$ cat src/rtl/arb_pkg.sv
// Shared types and counter widths for the IF/DM memory port arbiter.
package arb_pkg;

  // Which requester owns the access currently in flight
  typedef enum logic [1:0] {
    NONE    = 2'd0,
    IF_PORT = 2'd1,
    DM_PORT = 2'd2
  } owner_t;

  // IDLE arbitrates and launches; BUSY waits out the memory latency
  typedef enum logic {
    IDLE = 1'b0,
    BUSY = 1'b1
  } arb_state_t;

  // lat_cnt must reach MEM_LAT (max 7); starve_cnt must reach STARVE_MAX (max 15)
  localparam int LAT_CNT_W    = 3;
  localparam int STARVE_CNT_W = 4;

endpackage

$ cat src/rtl/mem_port_arbiter.sv
// Single-port memory arbiter shared by instruction fetch (IF) and the data
// stage (DM). Data accesses win by default; a fetch that keeps losing is
// forced through once its loss count reaches STARVE_MAX. One access is in
// flight at a time and completes MEM_LAT cycles after its grant.
module mem_port_arbiter
  import arb_pkg::*;
#(
  parameter int ADDR_W     = 10,
  parameter int DATA_W     = 32,
  parameter int MEM_LAT    = 1,
  parameter int STARVE_MAX = 4
) (
  input  logic              clk,
  input  logic              rst,
  input  logic              if_req,
  input  logic [ADDR_W-1:0] if_addr,
  output logic              if_gnt,
  output logic              if_rvalid,
  output logic [DATA_W-1:0] if_rdata,
  input  logic              dm_req,
  input  logic              dm_we,
  input  logic [ADDR_W-1:0] dm_addr,
  input  logic [DATA_W-1:0] dm_wdata,
  output logic              dm_gnt,
  output logic              dm_rvalid,
  output logic [DATA_W-1:0] dm_rdata,
  output logic              mem_en,
  output logic              mem_we,
  output logic [ADDR_W-1:0] mem_addr,
  output logic [DATA_W-1:0] mem_wdata,
  input  logic [DATA_W-1:0] mem_rdata
);

  arb_state_t              state_reg;
  owner_t                  owner_reg;
  logic                    store_reg;
  logic [LAT_CNT_W-1:0]    lat_cnt_reg;
  logic [STARVE_CNT_W-1:0] starve_cnt_reg;

  logic idle_arb;
  logic starved;
  logic pick_if;
  logic grant_if;
  logic grant_dm;
  logic done;

  // Arbitration decision and completion detect; reset masks everything so
  // no grant or strobe can escape while rst is high
  always_comb begin
    idle_arb = !rst && (state_reg == IDLE);
    starved  = (starve_cnt_reg == STARVE_CNT_W'(STARVE_MAX));
    pick_if  = if_req && (!dm_req || starved);
    grant_if = idle_arb && pick_if;
    grant_dm = idle_arb && dm_req && !pick_if;
    done     = !rst && (state_reg == BUSY) && (lat_cnt_reg == LAT_CNT_W'(MEM_LAT));
  end

  // Memory strobe and response routing; rdata is forced to 0 outside rvalid
  always_comb begin
    if_gnt    = grant_if;
    dm_gnt    = grant_dm;
    mem_en    = grant_if || grant_dm;
    mem_we    = grant_dm && dm_we;
    mem_addr  = grant_dm ? dm_addr : (grant_if ? if_addr : '0);
    mem_wdata = (grant_dm && dm_we) ? dm_wdata : '0;
    if_rvalid = done && (owner_reg == IF_PORT);
    dm_rvalid = done && (owner_reg == DM_PORT);
    if_rdata  = if_rvalid ? mem_rdata : '0;
    dm_rdata  = (dm_rvalid && !store_reg) ? mem_rdata : '0;
  end

  // Two-state access FSM with latency counter and fetch starvation counter
  always_ff @(posedge clk) begin
    if (rst) begin
      state_reg      <= IDLE;
      owner_reg      <= NONE;
      store_reg      <= 1'b0;
      lat_cnt_reg    <= '0;
      starve_cnt_reg <= '0;
    end else begin
      case (state_reg)
        IDLE: begin
          if (grant_if || grant_dm) begin
            owner_reg   <= grant_if ? IF_PORT : DM_PORT;
            store_reg   <= grant_dm && dm_we;
            lat_cnt_reg <= LAT_CNT_W'(1);
            state_reg   <= BUSY;
          end
          // A fetch that is absent or served resets its loss streak
          if (!if_req || grant_if) begin
            starve_cnt_reg <= '0;
          end else if (grant_dm && !starved) begin
            starve_cnt_reg <= starve_cnt_reg + STARVE_CNT_W'(1);
          end
        end
        BUSY: begin
          if (lat_cnt_reg == LAT_CNT_W'(MEM_LAT)) begin
            state_reg   <= IDLE;
            owner_reg   <= NONE;
            store_reg   <= 1'b0;
            lat_cnt_reg <= '0;
          end else begin
            lat_cnt_reg <= lat_cnt_reg + LAT_CNT_W'(1);
          end
        end
        default: begin
          state_reg <= IDLE;
          owner_reg <= NONE;
        end
      endcase
    end
  end

  // Only one requester may ever be granted in a cycle
  a_single_grant: assert property (@(posedge clk) !(if_gnt && dm_gnt));

endmodule

$ cat config.mk
export PLATFORM = sky130hd
export DESIGN_NAME = mem_port_arbiter
export DESIGN_NICKNAME = d
export VERILOG_FILES = /design/src/rtl/arb_pkg.sv /design/src/rtl/mem_port_arbiter.sv
export SDC_FILE = /design/constraint.sdc
export NUM_CORES = 1
export LEC_CHECK = 0
export CAP_MARGIN = 20
export CORE_UTILIZATION = 25
export CTS_CLUSTER_DIAMETER = 40
export DETAILED_ROUTE_END_ITERATION = 7
export PLACE_DENSITY = 0.82
export RECOVER_POWER = 100
export SYNTH_ARGS = -nofsm -noshare
export SYNTH_HDL_FRONTEND = slang
export SYNTH_SLANG_ARGS = --single-unit
$ cat constraint.sdc
create_clock -name clk -period 2.4 [get_ports clk]
set_input_delay 0.72 -clock clk [delete_from_list [all_inputs] [get_ports clk]]
set_output_delay 0.72 -clock clk [all_outputs]
set_load 0.03 [all_outputs]
Yosys cells after proc, flatten, opt, wreduce, memory -nomap -nowiden

Index checks and enable logic that the tools add are counted.

Register bits: 11
Bits of input ports: 89
Output and inout port bits: 112

Bitwise gates (word level): 1
Reduce and logical (&&, ||, !) cells: 24
Mux-type cells: 20
Add/sub/neg operators: 2
Eq/ne operators: 6

Operators by type and width:

| cell                                                  | number |
|---|---|
| 2-to-1 mux 32 bit                                     | 3 |
| 2-to-1 mux 10 bit                                     | 2 |
| logical AND 1 bit                                     | 12 |
| 2-to-1 mux 4 bit                                      | 2 |
| zero test 1 bit                                       | 6 |
| 2-to-1 mux 2 bit                                      | 3 |
| 2-to-1 mux 3 bit                                      | 2 |
| case mux 3 bit (2 select lines)                       | 1 |
| adder 4 x 1 -> 4 bit, second input constant           | 1 |
| equality test 4 x 3 -> 1 bit, second input constant   | 1 |
| 2-to-1 mux 1 bit                                      | 4 |
| case mux 1 bit (2 select lines)                       | 2 |
| case mux 2 bit (2 select lines)                       | 1 |
| AND reduction 2 bit                                   | 2 |
| adder 3 x 1 -> 3 bit, second input constant           | 1 |
| equality test 3 x 1 -> 1 bit, second input constant   | 1 |
| logical OR 1 bit                                      | 3 |
| equality test 2 x 1 -> 1 bit, second input constant   | 1 |
| equality test 2 bit, second input constant            | 1 |
| inequality test 2 x 1 -> 1 bit, second input constant | 1 |
| inequality test 2 bit, second input constant          | 1 |
| nonzero test 2 bit                                    | 1 |
| NOT 1 bit                                             | 1 |

Longest topological paths before layout

Word-level depth: 8
Mapped depth: 6

Worst setup path before layout

No wires, ideal clock.

Kind: in2out
Start point: input port rst
End point: output port mem_wdata[23]
Data required time: 1.680 ns
Buffers on the path: 1
Slack: -0.036 ns
Stages: 4
Data arrival time: 1.716 ns
Cells stage by stage: nor2_1 -> and4_1 -> buf_2 -> and2_1

Cells in the longest elaborated chain, start to end: 6

RTL lines:

| item                           | line                   | source |
|---|---|---|
| start, declared                | mem_port_arbiter.sv:14 | `input logic rst,` |
| zero test 1 bit                | mem_port_arbiter.sv:50 | `idle_arb = !rst && (state_reg == IDLE);` |
| logical AND 1 bit              | mem_port_arbiter.sv:50 |  |
| logical AND 1 bit (2 in a row) | mem_port_arbiter.sv:54 | `grant_dm = idle_arb && dm_req && !pick_if;` |
| logical AND 1 bit              | -                      |  |
| net mem_we                     | mem_port_arbiter.sv:28 | `output logic mem_we,` |
| 2-to-1 mux 32 bit              | mem_port_arbiter.sv:65 | `mem_wdata = (grant_dm && dm_we) ? dm_wdata : '0;` |
| end, declared                  | mem_port_arbiter.sv:30 | `output logic [DATA_W-1:0] mem_wdata,` |

The timed path passes the listed nets, and every way through them passes these cells.

Worst setup path after layout

Start point: input port rst
End point: output port if_rdata[6]

Cells in the longest elaborated chain, start to end: 5

RTL lines:

| item                           | line                   | source |
|---|---|---|
| zero test 1 bit                | mem_port_arbiter.sv:55 | `done = !rst && (state_reg == BUSY) && (lat_cnt_reg == LAT_CNT_W'(MEM_LAT));` |
| logical AND 1 bit (2 in a row) | mem_port_arbiter.sv:55 |  |
| logical AND 1 bit              | mem_port_arbiter.sv:66 | `if_rvalid = done && (owner_reg == IF_PORT);` |
| 2-to-1 mux 32 bit              | mem_port_arbiter.sv:68 | `if_rdata = if_rvalid ? mem_rdata : '0;` |
| end, declared                  | mem_port_arbiter.sv:19 | `output logic [DATA_W-1:0] if_rdata,` |

No other way between the ends.

==> impl_metrics.py <==
metrics = {
    "worst_hold_path": {
        "min_path_type": "flip-flop to flip-flop",
        "min_from": "owner_reg[0]$_SDFFE_PP0P_",
    },
    "finish": {
        "final_nets": 526,
        "num_antenna_cells": 0,
        "fill_cells": 406,
        "multi_input_area_mm2": 0.00139,
        "largest_register_ffs": 4,
        "post-route-util_pct": 74.2,
        "drive_gt1_share_pct": 53.2,
        "area_growth_pct": 183,
        "seq_area_um2": 228,
    },
    "setup_path": {
        "r2r_cells": 6,
        "r2r-start": "starve_cnt_reg[0]$_SDFFE_PP0P_",
        "cp_common_cell": "buf_6",
        "rrSetupSlack_ns": 0.88,
        "crit_type": "input pin to output pin",
        "crit_start": "rst",
        "cp.buffers_inverters": 5,
        "rr_endpoint": "owner_reg[0]$_SDFFE_PP0P_",
        "start_kind": "input pin",
        "cp_slowest_stage_delay_ns": 0.26,
        "critPathTopFamily": "buffers and inverters",
        "crit_chain": "buf_8 > buf_6 > nor4b_4 > buf_6 > clkbuf_16 > and2_4 > buf_6",
        "worst_setup_path_end_kind": "output pin",
        "critPathCapture": "if_rdata[6]",
        "critPathSlowestCell": "nor4b_4",
        "critPathArrivalTime_ns": 1.81,
        "crit_required_ns": 1.68,
        "crit_path_max_fanout": 8,
        "cp.depth": 7,
    },
    "logic_synthesis": {
        "ys_seq_area_share_pct": 15.0,
        "yosys.area.top_type": "and2_1",
        "synth_top_area_share_pct": 41.0,
        "synth_seq_cells": 11,
        "synth_cell_types": 37,
        "ys_warn_count": 0,
        "synth_area_leaders": "and2_1 41%, dfxtp_1 15%, nand2_1 6.9%",
        "syn_nets": 301,
        "syn-cell-area_mm2": 0.00146,
        "synthCells": 210,
        "avgSynthCellArea_um2": 6.97,
    },
    "pwr": {
        "irDropWorstVdd_mv": 0.149,
        "powerDensity_mw_per_mm2": 203,
        "p_leak_nw": 1.88,
        "finalPower_w": 0.000838,
    },
    "floorplanning": {
        "ios": 201,
        "die_x_um": 78.5,
        "rows": 27,
        "start_util_pct": 26.3,
        "die-area_mm2": 0.00617,
        "core_area_mm2": 0.00557,
        "die_height_um": 78.5,
    },
    "timing": {
        "period_share_pct": 106,
        "hold_viol": 0,
        "fin_setup_tns_ns": -7.01,
        "slew_headroom_pct": 81.2,
        "fin_crit_ns": 2.53,
        "rsz0062_at_grt": "yes",
        "drv_slew": 0,
        "finalClockSkew_ns": 0.00183,
        "clock.fmax_mhz": 395,
        "fin_ws_ns": -0.132,
        "setup_viol": 99,
        "worst_pin_slew_ns": 0.281,
    },
    "job": {
        "cap_violations": 0,
    },
    "drt": {
        "route.vias.total": 2417,
        "ant_nets": 0,
        "drc": 0,
        "dr.pass1.iters": 4,
        "routedWlPerCell_um": 16.1,
        "avgViaCountPerCell": 4.78,
        "first_iter_violations": 58,
        "routed_wl_mm": 8.14,
    },
    "grt": {
        "grt_pass1_wl_mm": 12.2,
        "grt_overflow": 0,
        "grt_use_total_pct": 25.3,
        "antenna_found_initial": 0,
        "grt_max_degree": 21,
        "first_global_vias": 2452,
    },
    "cts": {
        "htreeDepth": 1,
        "clock-sinks": 11,
        "cts.path.max_buffers": 2,
        "hold_buffers": 0,
        "cts_made_buffers": 3,
        "cts.clk_slew.worst_paths_ns": 0.05,
        "clock_latency_ns": 0.24,
        "root_buffer": "clkbuf_8",
        "cts_tree": "yes",
    },
    "placement": {
        "dp_hpwl_mm": 5.53,
        "dp_slack_ns": -0.495,
        "portBuffers": 200,
        "place.gp.congestion": 0.818,
    },
    "status": {
        "status": "finished, violations left",
        "violations": "negative setup slack",
    },
}
## Yosys cell counts
cell	number
nand3_1	2
nand2b_1	1
dfxtp_1	11
buf_2	2
buf_6	3
nor3b_1	1
a2bb2o_1	2
ha_1	2
or4b_2	1
and3b_1	1
or2_2	1
inv_1	5
o31a_1	1
o21a_1	1
and4_1	1
nand3b_1	2
a21o_1	1
nand4_1	1
nor3_1	1
o21ai_0	1
clkbuf_2	3
o211a_1	1
nand4bb_4	1
nand4b_1	2
o22ai_1	10
a21oi_1	3
and2_1	96
nor4_4	1
or4_1	1
nor2_1	6
or4b_1	2
nor4b_4	1
o211ai_1	2
nand2_1	27
a31oi_1	4
or3_1	2
clkbuf_1	7
## cell families (layout without fill, tap and decap cells)
| family | count (synthesis) | after routing | share of synthesized area (%) |
|---|---|---|---|
| buf+inv | 20 | 241 | 7.09 |
| flops | 11 | 11 | 15.0 |
| fa+ha+maj | 2 | 2 | 1.71 |
| simple gates | 151 | 154 | 64.1 |
| compound gates | 26 | 26 | 12.1 |
## power by group
part           total (W)  internal (W)  switching [W]
Combinational   0.000447      0.000252       0.000196
Clock           0.000192      0.000117      0.0000753
Sequential      0.000199      0.000190     0.00000827
## cell type report
cell class	instances	area share, %
repair buffers	232	57.2
flip-flops and latches	11	5.50
multi-input cells	182	33.5
well taps	72	2.18
inverters	5	0.454
clock buffers	4	1.09
## worst min path at each step
stage | end | slack [ns] | depth (start not counted)
3_3_place_gp | starve_cnt_reg[1]$_SDFFE_PP0P_ | 0.49 | 2
5_1_grt | owner_reg[0]$_SDFFE_PP0P_ | 0.53 | 1
6_report | owner_reg[0]$_SDFFE_PP0P_ | 0.50 | 1
2_1_floorplan | owner_reg[0]$_SDFFE_PP0P_ | 0.45 | 1
3_5_place_dp | owner_reg[0]$_SDFFE_PP0P_ | 0.47 | 1
4_1_cts | owner_reg[0]$_SDFFE_PP0P_ | 0.50 | 1
## metrics by stage
stage,hold slack [ns],area (um^2),instances
finish,0.497,4140,506
global route,0.528,4140,506
CTS,0.499,4110,506
detailed placement,0.474,3480,486
global placement,0.486,3480,486
floorplan,0.452,1540,210
## metal layers
metal / routed length [um] / vias up / global-route usage (%)
met1: 2740 / 1101 / 24.6
met2: 4490 / 145 / 49.6
li1: - / 1154 / -
met4: 214 / 0 / 10.7
met5: 0 / - / 0
met3: 690 / 17 / 6.63
## layout by cell type (no fill, tap or decap), types with 2 or more instances in the layout
master,instances
buf_6,87
clkdlybuf4s50_1,84
and2_4,54
buf_4,47
and2_1,37
nand2_1,26
o22ai_2,10
dfxtp_1,7
buf_12,6
inv_1,5
nor2_1,5
and2_2,5
clkbuf_1,5
and4_4,4
a31oi_1,4
a21oi_1,3
clkbuf_8,3
dfxtp_2,3
nand4b_1,2
nand3_1,2
or3_1,2
o211ai_1,2
nand3b_1,2
or4b_1,2
a2bb2o_1,2
## timing repair
item | 4_1_cts | 5_1_grt
pin swaps | 23 | 6
endpoints found under the hold margin | 0 | 0
cloned | 5 | 1
buffers inserted | 12 | 1
setup endpoints to repair | 112 | 108
resized for setup | 151 | 19
(Power assumes the default switching activity.)
